[src/rtl/spi_pkt_pkg.sv]
// Shared types and defaults for the SPI packet transmit path.
// Used by spi_pkt_fifo and spi_pkt_tx.
package spi_pkt_pkg;

  localparam int   DATA_W_DEF   = 8;
  localparam int   BUF_DEPTH_DEF = 2;
  localparam logic IDLE_BIT_DEF = 1'b0;

  typedef enum logic {
    ST_IDLE  = 1'b0,
    ST_SHIFT = 1'b1
  } tx_state_e;

endpackage

[src/rtl/spi_pkt_fifo.sv]
// Holding FIFO for the SPI transmitter, DATA_W x DEPTH.
// First-word fall-through read port, asynchronous reset.
module spi_pkt_fifo
  import spi_pkt_pkg::*;
#(
  parameter int DATA_W = DATA_W_DEF,
  parameter int DEPTH  = BUF_DEPTH_DEF
) (
  input  logic              clk,
  input  logic              rst,
  input  logic              push_i,
  input  logic              pop_i,
  input  logic [DATA_W-1:0] wdata_i,
  output logic [DATA_W-1:0] rdata_o,
  output logic              full_o,
  output logic              empty_o
);

  localparam int AW = $clog2(DEPTH);

  logic [DATA_W-1:0] mem_q [DEPTH];
  logic [AW:0]       wptr_q;
  logic [AW:0]       rptr_q;
  logic [AW:0]       diff;

  // Extra pointer bit separates full from empty.
  assign diff    = wptr_q - rptr_q;
  assign full_o  = diff[AW];
  assign empty_o = (wptr_q == rptr_q);
  assign rdata_o = mem_q[rptr_q[AW-1:0]];

  always_ff @(posedge clk or posedge rst) begin
    if (rst) begin
      wptr_q <= '0;
      rptr_q <= '0;
    end else begin
      if (push_i && !full_o) wptr_q <= wptr_q + 1'b1;
      if (pop_i && !empty_o) rptr_q <= rptr_q + 1'b1;
    end
  end

  always_ff @(posedge clk) begin
    if (push_i && !full_o) mem_q[wptr_q[AW-1:0]] <= wdata_i;
  end

endmodule

[src/rtl/spi_pkt_tx.sv]
// SPI packet byte serializer: FIFO-buffered, one bit per en strobe.
// Define SPI_PKT_TX_LSB_FIRST_EN for LSB-first order (default MSB first).
module spi_pkt_tx
  import spi_pkt_pkg::*;
#(
  parameter int   DATA_W    = DATA_W_DEF,
  parameter int   BUF_DEPTH = BUF_DEPTH_DEF,
  parameter logic IDLE_BIT  = IDLE_BIT_DEF
) (
  input  logic              clk,
  input  logic              rst,
  input  logic [DATA_W-1:0] din,
  input  logic              din_valid,
  output logic              din_ready,
  input  logic              en,
  output logic              dout,
  output logic              byte_flg,
  output logic              busy,
  output logic              underrun
);

  localparam int CW = $clog2(DATA_W);
  localparam logic [CW-1:0] LAST = CW'(DATA_W - 1);

  tx_state_e         state_q, state_d;
  logic [DATA_W-1:0] sh_q, sh_d;
  logic [CW-1:0]     cnt_q, cnt_d;
  logic              dout_q, dout_d;
  logic              flg_q, flg_d;
  logic              und_q, und_d;

  logic              f_full;
  logic              f_empty;
  logic [DATA_W-1:0] f_rdata;
  logic              push;
  logic              pop;
  logic [DATA_W-1:0] sh_next;

  function automatic logic head_bit(
    input logic [DATA_W-1:0] w
  );
`ifdef SPI_PKT_TX_LSB_FIRST_EN
    return w[0];
`else
    return w[DATA_W-1];
`endif
  endfunction

`ifdef SPI_PKT_TX_LSB_FIRST_EN
  assign sh_next = sh_q >> 1;
`else
  assign sh_next = sh_q << 1;
`endif

  assign din_ready = !f_full;
  assign push      = din_valid && !f_full;
  assign busy      = (state_q == ST_SHIFT) || !f_empty;
  assign dout      = dout_q;
  assign byte_flg  = flg_q;
  assign underrun  = und_q;

  spi_pkt_fifo #(
    .DATA_W (DATA_W),
    .DEPTH  (BUF_DEPTH)
  ) u_fifo (
    .clk     (clk),
    .rst     (rst),
    .push_i  (push),
    .pop_i   (pop),
    .wdata_i (din),
    .rdata_o (f_rdata),
    .full_o  (f_full),
    .empty_o (f_empty)
  );

  always_comb begin
    state_d = state_q;
    sh_d    = sh_q;
    cnt_d   = cnt_q;
    dout_d  = dout_q;
    flg_d   = 1'b0;
    und_d   = en && (state_q == ST_IDLE);
    pop     = 1'b0;
    case (state_q)
      ST_IDLE: begin
        if (!f_empty) begin
          pop     = 1'b1;
          sh_d    = f_rdata;
          cnt_d   = '0;
          dout_d  = head_bit(f_rdata);
          state_d = ST_SHIFT;
        end else begin
          dout_d  = IDLE_BIT;
        end
      end
      ST_SHIFT: begin
        if (en) begin
          if (cnt_q == LAST) begin
            flg_d = 1'b1;
            // f_empty reflects only words present before this edge.
            if (!f_empty) begin
              pop     = 1'b1;
              sh_d    = f_rdata;
              cnt_d   = '0;
              dout_d  = head_bit(f_rdata);
            end else begin
              state_d = ST_IDLE;
              sh_d    = '0;
              cnt_d   = '0;
              dout_d  = IDLE_BIT;
            end
          end else begin
            sh_d   = sh_next;
            cnt_d  = cnt_q + 1'b1;
            dout_d = head_bit(sh_next);
          end
        end
      end
      default: state_d = ST_IDLE;
    endcase
  end

  always_ff @(posedge clk or posedge rst) begin
    if (rst) begin
      state_q <= ST_IDLE;
      sh_q    <= '0;
      cnt_q   <= '0;
      dout_q  <= IDLE_BIT;
      flg_q   <= 1'b0;
      und_q   <= 1'b0;
    end else begin
      state_q <= state_d;
      sh_q    <= sh_d;
      cnt_q   <= cnt_d;
      dout_q  <= dout_d;
      flg_q   <= flg_d;
      und_q   <= und_d;
    end
  end

endmodule

[config.mk]
export PLATFORM = sky130hd
export DESIGN_NAME = spi_pkt_tx
export DESIGN_NICKNAME = d
export VERILOG_FILES = /design/src/rtl/spi_pkt_pkg.sv /design/src/rtl/spi_pkt_fifo.sv /design/src/rtl/spi_pkt_tx.sv
export SDC_FILE = /design/constraint.sdc
export NUM_CORES = 1
export LEC_CHECK = 0
export ABC_CLOCK_PERIOD_IN_PS = 1700
export CAP_MARGIN = 20
export CORE_ASPECT_RATIO = 1.5
export CORE_MARGIN = 2
export CORE_UTILIZATION = 38
export CTS_CLUSTER_DIAMETER = 80
export DETAILED_ROUTE_END_ITERATION = 12
export GPL_ROUTABILITY_DRIVEN = 0
export HOLD_SLACK_MARGIN = 0.08
export PLACE_DENSITY = 0.64
export SKIP_LAST_GASP = 1
export SYNTH_ARGS = -nofsm -noshare
export SYNTH_HDL_FRONTEND = slang
export SYNTH_SLANG_ARGS = --single-unit
[constraint.sdc]
create_clock -name clk -period 1.7 [get_ports clk]
set_input_delay 0.17 -clock clk [delete_from_list [all_inputs] [get_ports clk]]
set_output_delay 0.17 -clock clk [all_outputs]
set_load 0.01 [all_outputs]
==> summary.txt, run 1 <==
Placed design
  – Placed Area: 1780 um^2
  – Cells after DPL: 180
  – HPWL Detailed: 1.92 mm
  – IO buf count: 16

Setup path
  – Req. time, crit path: 1.53 ns
  – Worst Reg-to-Reg Cells: 5
  – Reg-to-Reg End: sh_q[4]$_DFFE_PP0P_
  – Critical Path Start Type: register
  – Worst r2r src: cnt_q[0]$_DFFE_PP0P_
  – CP Capture Type: output pin
  – Arrival time at the worst endpoint: 1.44 ns
  – Worst-path fanout max: 3
  – Critical path class: register to output pin
  – R2R setup slack: 0.10 ns

GRT
  – Initial antenna violation count: 0
  – Congestion Overflow GR: 0
  – Vias in the first global route: 974
  – First-pass GRT wire length: 4.31 mm
  – GRT Total Usage: 13.1%
  – Largest net degree at the start of global routing: 19

Floorplan
  – Total Die Area: 4480 um^2
  – Row cnt: 28
  – # IOs: 17
  – Initial Util: 39.0%
  – Core area: 3850 um^2
  – Die Height: 81.0 um
  – Die W: 55.3 um

Drt
  – Via count: 951
  – Drc violations: 0
  – ANT nets after route: 0
  – First-pass iteration count of the detailed router: 4
  – DRT Wirelength: 2.58 mm
  – Via-per-instance ratio: 5.06
  – Initial detailed-routing violation count: 14
  – WL/cell: 13.7 um

Pwr
  – Leak: between 0.7 and 0.8 nW
  – Power Density: roughly 1700 nW/um^2
  – Peak VDD IR: between 0.0007 and 0.0008 V

Logic synthesis
  – Seq/Total Area, Yosys: 62.0%
  – Main flop type after synthesis: dfrtp_1
  – Yosys top cell by area: edfxtp_1
  – #FFs+latches synth: 34
  – YS warnings: 0
  – Synth top cells by count: dfrtp_1 (18), edfxtp_1 (16), inv_1 (10)
  – Most common cell in the netlist: dfrtp_1
  – Yosys top cell area share: 32.0%
  – Post-synth EDFFs: 16
  – Ranking of synthesized cells by area: edfxtp_1 (32%), dfrtp_1 (30%), mux2_2 (5.2%), a32oi_1 (3.5%), a21oi_1 (3.0%)
  – Synth cell types: 33
  – Syn_area_per_cell: 13.4 um^2
  – Cell count after synthesis: ~110
  – FFs w/ async S/R, synth: 52.9%
  – Mapped Area: 1500 um^2
  – Syn nets: 127

Timing
  – Endpoints failing setup: 0
  – Slew Limit Fails: 0
  – Worst clock skew: 0.00410 ns
  – Fin. Hold Viols: 0
  – Max Clk Rate: between 600 and 700 MHz
  – Slew headroom: 75.8%
  – Fin crit share: 94.7%
  – Worst Tran Pin Value: 0.362 ns
  – Unrepaired setup endpoints after global routing: true
  – Tmin final: between 1.5 and 2 ns
  – Hold slack: around 0.19 ns

Clock network
  – Num CTS Buffers: 5
  – CTS tree: built
  – Clock Sinks: 34
  – Root buf cell: clkbuf_8
  – Worst-path clk slew: 0.07 ns
  – Clock buffer depth: 2
  – Worst-Skew Late Latency: 0.28 ns
  – Max H-tree Level: 2

Layout
  – ANT cells: 0
  – Post-route insts no fill: between 150 and 200
  – Share of cells above drive strength 1: 20.3%
  – Final Net Count: 157
  – Design area: 1890 um^2
  – Layout area overhead: 26.1%
  – Filler Cells Inserted: approximately 370

Run status
  – Outcome: completed

Flow run
  – Max Cap Violations: 0

Worst hold path
  – Hold Crit Class: primary input to asynchronous set/reset pin
critical path, cell delays in order (launching register included):
cell and delay (ns):
dfrtp_1 0.39, ha_1 0.32, nand3_2 0.12, dlygate4sd2_1 0.32
registers in the layout, indices dropped and copies added, names as in the netlist:
register,count
state_q,1
u_fifo.rptr_q,2
u_fifo.mem_q,16
byte_flg,1
underrun,1
sh_q,7
cnt_q,3
dout,1
u_fifo.wptr_q,2
through the flow:
step                TNS (ns)  worst slack, ns  util [%]  total power [W]
global route        -0.00266         -0.00190      49.1          0.00340
floorplan              -1.53          -0.0955         -          0.00203
CTS                        0           0.0311      49.0          0.00321
detailed placement         0           0.0827      46.1          0.00247
finish                     0           0.0897      49.1          0.00318
global placement           0            0.114      46.1          0.00245
cell usage in the layout, fill, tap and decap left out, drive strengths merged, types with 2 or more instances in the layout:
cell / count
a21oi: 9
a32o: 2
a32oi: 6
buf: 11
clkbuf: 5
clkdlybuf4s50: 14
clkinvlp: 2
dfrtp: 18
dlygate4sd2: 2
edfxtp: 16
ha: 3
inv: 10
mux2: 7
nand2: 4
nor2: 4
nor2b: 2
o211ai: 6
xnor2: 3
xor2: 3
repair_timing:
item,CTS,global route
hold buffers,0,0
buffers inserted,0,0
endpoints found under the hold margin,0,0
gates resized for setup,3,2
endpoints found under the setup margin,2,4
routing by layer:
metal	track usage, %	wire [um]	vias to the layer above
met5	0	0	-
met4	8.78	105	0
met1	12.9	992	444
met3	5.41	112	8
met2	22.4	1370	25
li1	-	-	474
worst max path at each step:
stage | startpoint | end | slack, ns
final | u_fifo.rptr_q[0]$_DFFE_PP0P_ | busy | 0.09
after global routing | cnt_q[0]$_DFFE_PP0P_ | sh_q[6]$_DFFE_PP0P_ | -0.002
after CTS | u_fifo.rptr_q[0]$_DFFE_PP0P_ | busy | 0.03
after detailed placement | cnt_q[0]$_DFFE_PP0P_ | u_fifo.rptr_q[1]$_DFFE_PP0P_ | 0.08
after global placement | u_fifo.rptr_q[0]$_DFFE_PP0P_ | busy | 0.11
after floorplan | u_fifo.rptr_q[1]$_DFFE_PP0P_ | u_fifo.mem_q[1][0]$_DFFE_PP_ | -0.1
power breakdown:
part / internal, W / switching, W / total [W]
clock: 0.000436 / 0.000303 / 0.000739
combinational: 0.000589 / 0.000568 / 0.00116
sequential: 0.00114 / 0.000138 / 0.00128
total: 0.00217 / 0.00101 / 0.00318
cells by family after synthesis:
| kind of cell | share of synthesized area, % |
|---|---|
| fa+ha+maj | 2.50 |
| buf+inv | 4.17 |
| xor+xnor | 5.50 |
| flops | 62.0 |
| compound gates | 14.4 |
| simple gates | 5.50 |
| mux | 5.92 |
cell type report:
| type | instances | area, um^2 | share of cell area [%] |
|---|---|---|---|
| Sequential cell | 34 | 932 | 49.2 |
| Multi-Input combinational cell | 64 | 513 | 27.1 |
| Timing Repair Buffer | 27 | 240 | 12.7 |
| Clock buffer | 5 | 68.8 | 3.64 |
| Tap cell | 45 | 56.3 | 2.97 |
| Clock inverter | 3 | 45.0 | 2.38 |
| Inverter | 10 | 37.5 | 1.98 |
Power figures use the tool's default switching activity.
==> run 2, diff against run 1 <==
- ABC_CLOCK_PERIOD_IN_PS: 1700 -> 1300
- clock period: 1.7 -> 1.3 ns (I/O delays scaled with it)
==> run 2 against run 1 <==
Compared with the run above:
- critical endpoint is now u_fifo.mem_q[1][0]$_DFFE_PP_
- routed wire length up 13%
- utilization increased by 6.8 points
- critical path type is now register to register
- worst setup slack worse by 0.24 ns
- global-route usage increased by 0.58 points
- cell count is 6.9% higher
- via count is 10% higher
- first-iteration DRC count is the same
- register-to-register slack lost 0.25 ns
- the flow now finishes with violations (setup timing)
- combinational power rose by 96%
- critical path depth stayed put
==> summary.txt, run 2 (synthesis gave the netlist of run 1 again) <==
Timing
  – Unrepaired setup endpoints after global routing: true
  – Slew Limit Fails: 0 (unchanged)
  – PnR worst setup slack: -0.153 ns (-0.243 ns)
  – Slew headroom: 83.7% (+7.9 points)
  – Worst clock skew: 0.00521 ns (+0.00111 ns)
  – Fin. Hold Viols: 0 (unchanged)
  – Max Clk Rate: 688 MHz
  – Endpoints failing setup: 28 (+28)
  – Fin crit share: 112%
  – Final-layout setup total negative slack: -3.04 ns (-3.04 ns)
  – Worst Tran Pin Value: 0.244 ns (-0.118 ns)
  – Tmin final: 1.45 ns
  – Hold slack: 0.154 ns (-0.0390 ns)

GRT
  – First-pass GRT wire length: 4.76 mm (+10%)
  – GRT Total Usage: 13.6% (+0.58 points)
  – Vias in the first global route: 1064 (+9.2%)
  – Congestion Overflow GR: 0 (unchanged)
  – Largest net degree at the start of global routing: 19 (unchanged)
  – Initial antenna violation count: 0 (unchanged)

Floorplan
  – Core area: 3850 um^2 (unchanged)
  – Total Die Area: 4480 um^2 (unchanged)
  – # IOs: 17 (unchanged)
  – Row cnt: 28 (unchanged)
  – Initial Util: 39.0% (unchanged)
  – Die Height: 81.0 um (unchanged)
  – Die W: 55.3 um (unchanged)

Layout
  – Share of cells above drive strength 1: 39.7% (+19 points)
  – Layout area overhead: 43.5%
  – Register Area: 932 um^2 (unchanged)
  – Max FFs per register: 16 (unchanged)
  – ANT cells: 0 (unchanged)
  – Multi-input gate area: 663 um^2 (+29%)
  – Filler Cells Inserted: 319 (-13%)
  – Final Net Count: 170 (+8.3%)
  – Most frequent cells in the layout: buf_4 (21), dfrtp_1 (17), edfxtp_1 (16)
  – Commonest non-fill, non-tap cell in the layout: buf_4

Setup path
  – Crit path max-delay family: XOR/XNOR gates
  – CP bufs+invs: 0 (-1)
  – Critical Path Start Type: register
  – Arrival time at the worst endpoint: 1.43 ns (about the same)
  – Worst-path cell chain: xnor3_1 -> nand2_2 -> nor2_4
  – CP max-delay cell: xnor3_1
  – CP Capture Type: register
  – Critical path class: register to register
  – Req. time, crit path: 1.27 ns (-0.26 ns)
  – Worst path max stage delay: 0.41 ns (+0.02 ns)
  – Worst-path fanout max: 8 (+5)

Drt
  – WL/cell: 14.5 um (+5.2%)
  – ANT nets after route: 0 (unchanged)
  – First-pass iteration count of the detailed router: 4 (unchanged)
  – Via-per-instance ratio: 5.20 (+2.9%)
  – DRT Wirelength: 2.91 mm (+13%)
  – Via count: 1046 (+10%)
  – Initial detailed-routing violation count: 14 (unchanged)
  – Drc violations: 0 (unchanged)

Clock network
  – Clock Sinks: 34 (unchanged)
  – Num CTS Buffers: 5 (unchanged)
  – Clock buffer depth: 2 (unchanged)
  – Max H-tree Level: 2 (unchanged)
  – Worst-path clk slew: 0.07 ns (about the same)
  – CTS tree: built
  – Root buf cell: clkbuf_8
  – Worst-Skew Late Latency: 0.29 ns (about the same)

Pwr
  – Peak VDD IR: 0.00176 V (+130%)
  – Clock Power Share: 19.7% (-3.6 points)
  – Comb pwr share: 46.2% (+9.8 points)
  – Leak: 0.910 nW (+18%)
  – Psw: 0.00165 W (+64%)
  – Tot Pwr: 0.00490 W (+54%)
  – Cell-internal power: 0.00325 W (+50%)
  – Sw frac: 33.7% (+1.9 points)
  – Power Density: 2280 nW/um^2 (+36%)
  – Sequential power share: 34.1% (-6.2 points)

Run status
  – Failing checks: setup timing
  – Outcome: complete, but fails checks

Worst hold path
  – Hold Crit Class: primary input to asynchronous set/reset pin

Placed design
  – HPWL Detailed: 1.99 mm (+3.9%)
  – IO buf count: 16 (unchanged)

Flow run
  – Max Cap Violations: 0 (unchanged)
==> run 2: changes by cell type in the layout (fill, tap and decap cells not counted), moves of 2 or more <==
cell and change:
buf_4 +10, buf_6 +4, clkdlybuf4s50_1 -3, ha_1 -3, a21oi_1 -2, dlymetal6s2s_1 +2
ha_4 +2, nand2_1 -2, nor2_1 -2, nor2_4 +2
==> run 2: final timing paths <==
check	startpoint	endpoint	slack (ns)	depth (start not counted)
setup / recovery	u_fifo.rptr_q[1]$_DFFE_PP0P_	u_fifo.mem_q[1][0]$_DFFE_PP_	-0.15	3
hold / removal	rst	state_q$_DFF_PP0_	0.15	3
setup reg to reg	u_fifo.rptr_q[1]$_DFFE_PP0P_	u_fifo.mem_q[1][0]$_DFFE_PP_	-0.15	3
hold reg to reg	sh_q[0]$_DFFE_PP0P_	sh_q[0]$_DFFE_PP0P_	0.51	1
max in group asynchronous	rst	u_fifo.wptr_q[1]$_DFFE_PP0P_	0.94	3
min in group clk	din[1]	u_fifo.mem_q[1][1]$_DFFE_PP_	0.42	1
==> run 2: power groups by stage <==
stage / Combinational [W] / Sequential [W] / Clock [W]
floorplan: 0.00117 / 0.00165 / 0
global placement: 0.00177 / 0.00165 / 0
detailed placement: 0.00180 / 0.00167 / 0
CTS: 0.00203 / 0.00167 / 0.000988
global route: 0.00245 / 0.00170 / 0.00104
finish: 0.00227 / 0.00167 / 0.000965
==> run 2: metal layers <==
metal	routed length [um]	track usage (%)	vias up	part of all wire (%)
met5	0	0	-	0
met1	1150	14.9	510	40
met2	1580	24.5	26	55
met3	115	4.14	7	4.0
li1	-	-	503	-
met4	53	5.85	0	1.8
==> run 2: worst reg2reg max path, stage by stage (launching register included) <==
cell and delay, ns:
dfrtp_1 0.40, xnor3_1 0.41, nand2_2 0.10, nor2_4 0.23
==> run 2: timing repair <==
| action | CTS | global route |
|---|---|---|
| gates resized for setup | 25 | 7 |
| setup buffers | 3 | 5 |
| endpoints found under the setup margin | 32 | 34 |
| hold buffers | 0 | 0 |
| pin swaps | 8 | 8 |
==> run 2: cell type report <==
cell class	count	area share [%]
multi-input combinational	64	30.8
tap	45	2.61
sequential	34	43.3
inverter	10	1.74
clock inverter	3	2.09
clock buffer	5	3.19
timing repair buffer	40	16.3
==> run 2: metrics by stage <==
stage / setup slack (ns) / instance area (um^2) / cells / util [%]
2_1_floorplan: -0.298 / 1560 / 112 / -
3_3_place_gp: -0.182 / 1870 / 185 / 48.4
3_5_place_dp: -0.240 / 1870 / 185 / 48.4
4_1_cts: -0.163 / 2090 / 196 / 54.1
5_1_grt: -0.251 / 2150 / 201 / 55.9
6_report: -0.153 / 2150 / 201 / 55.9
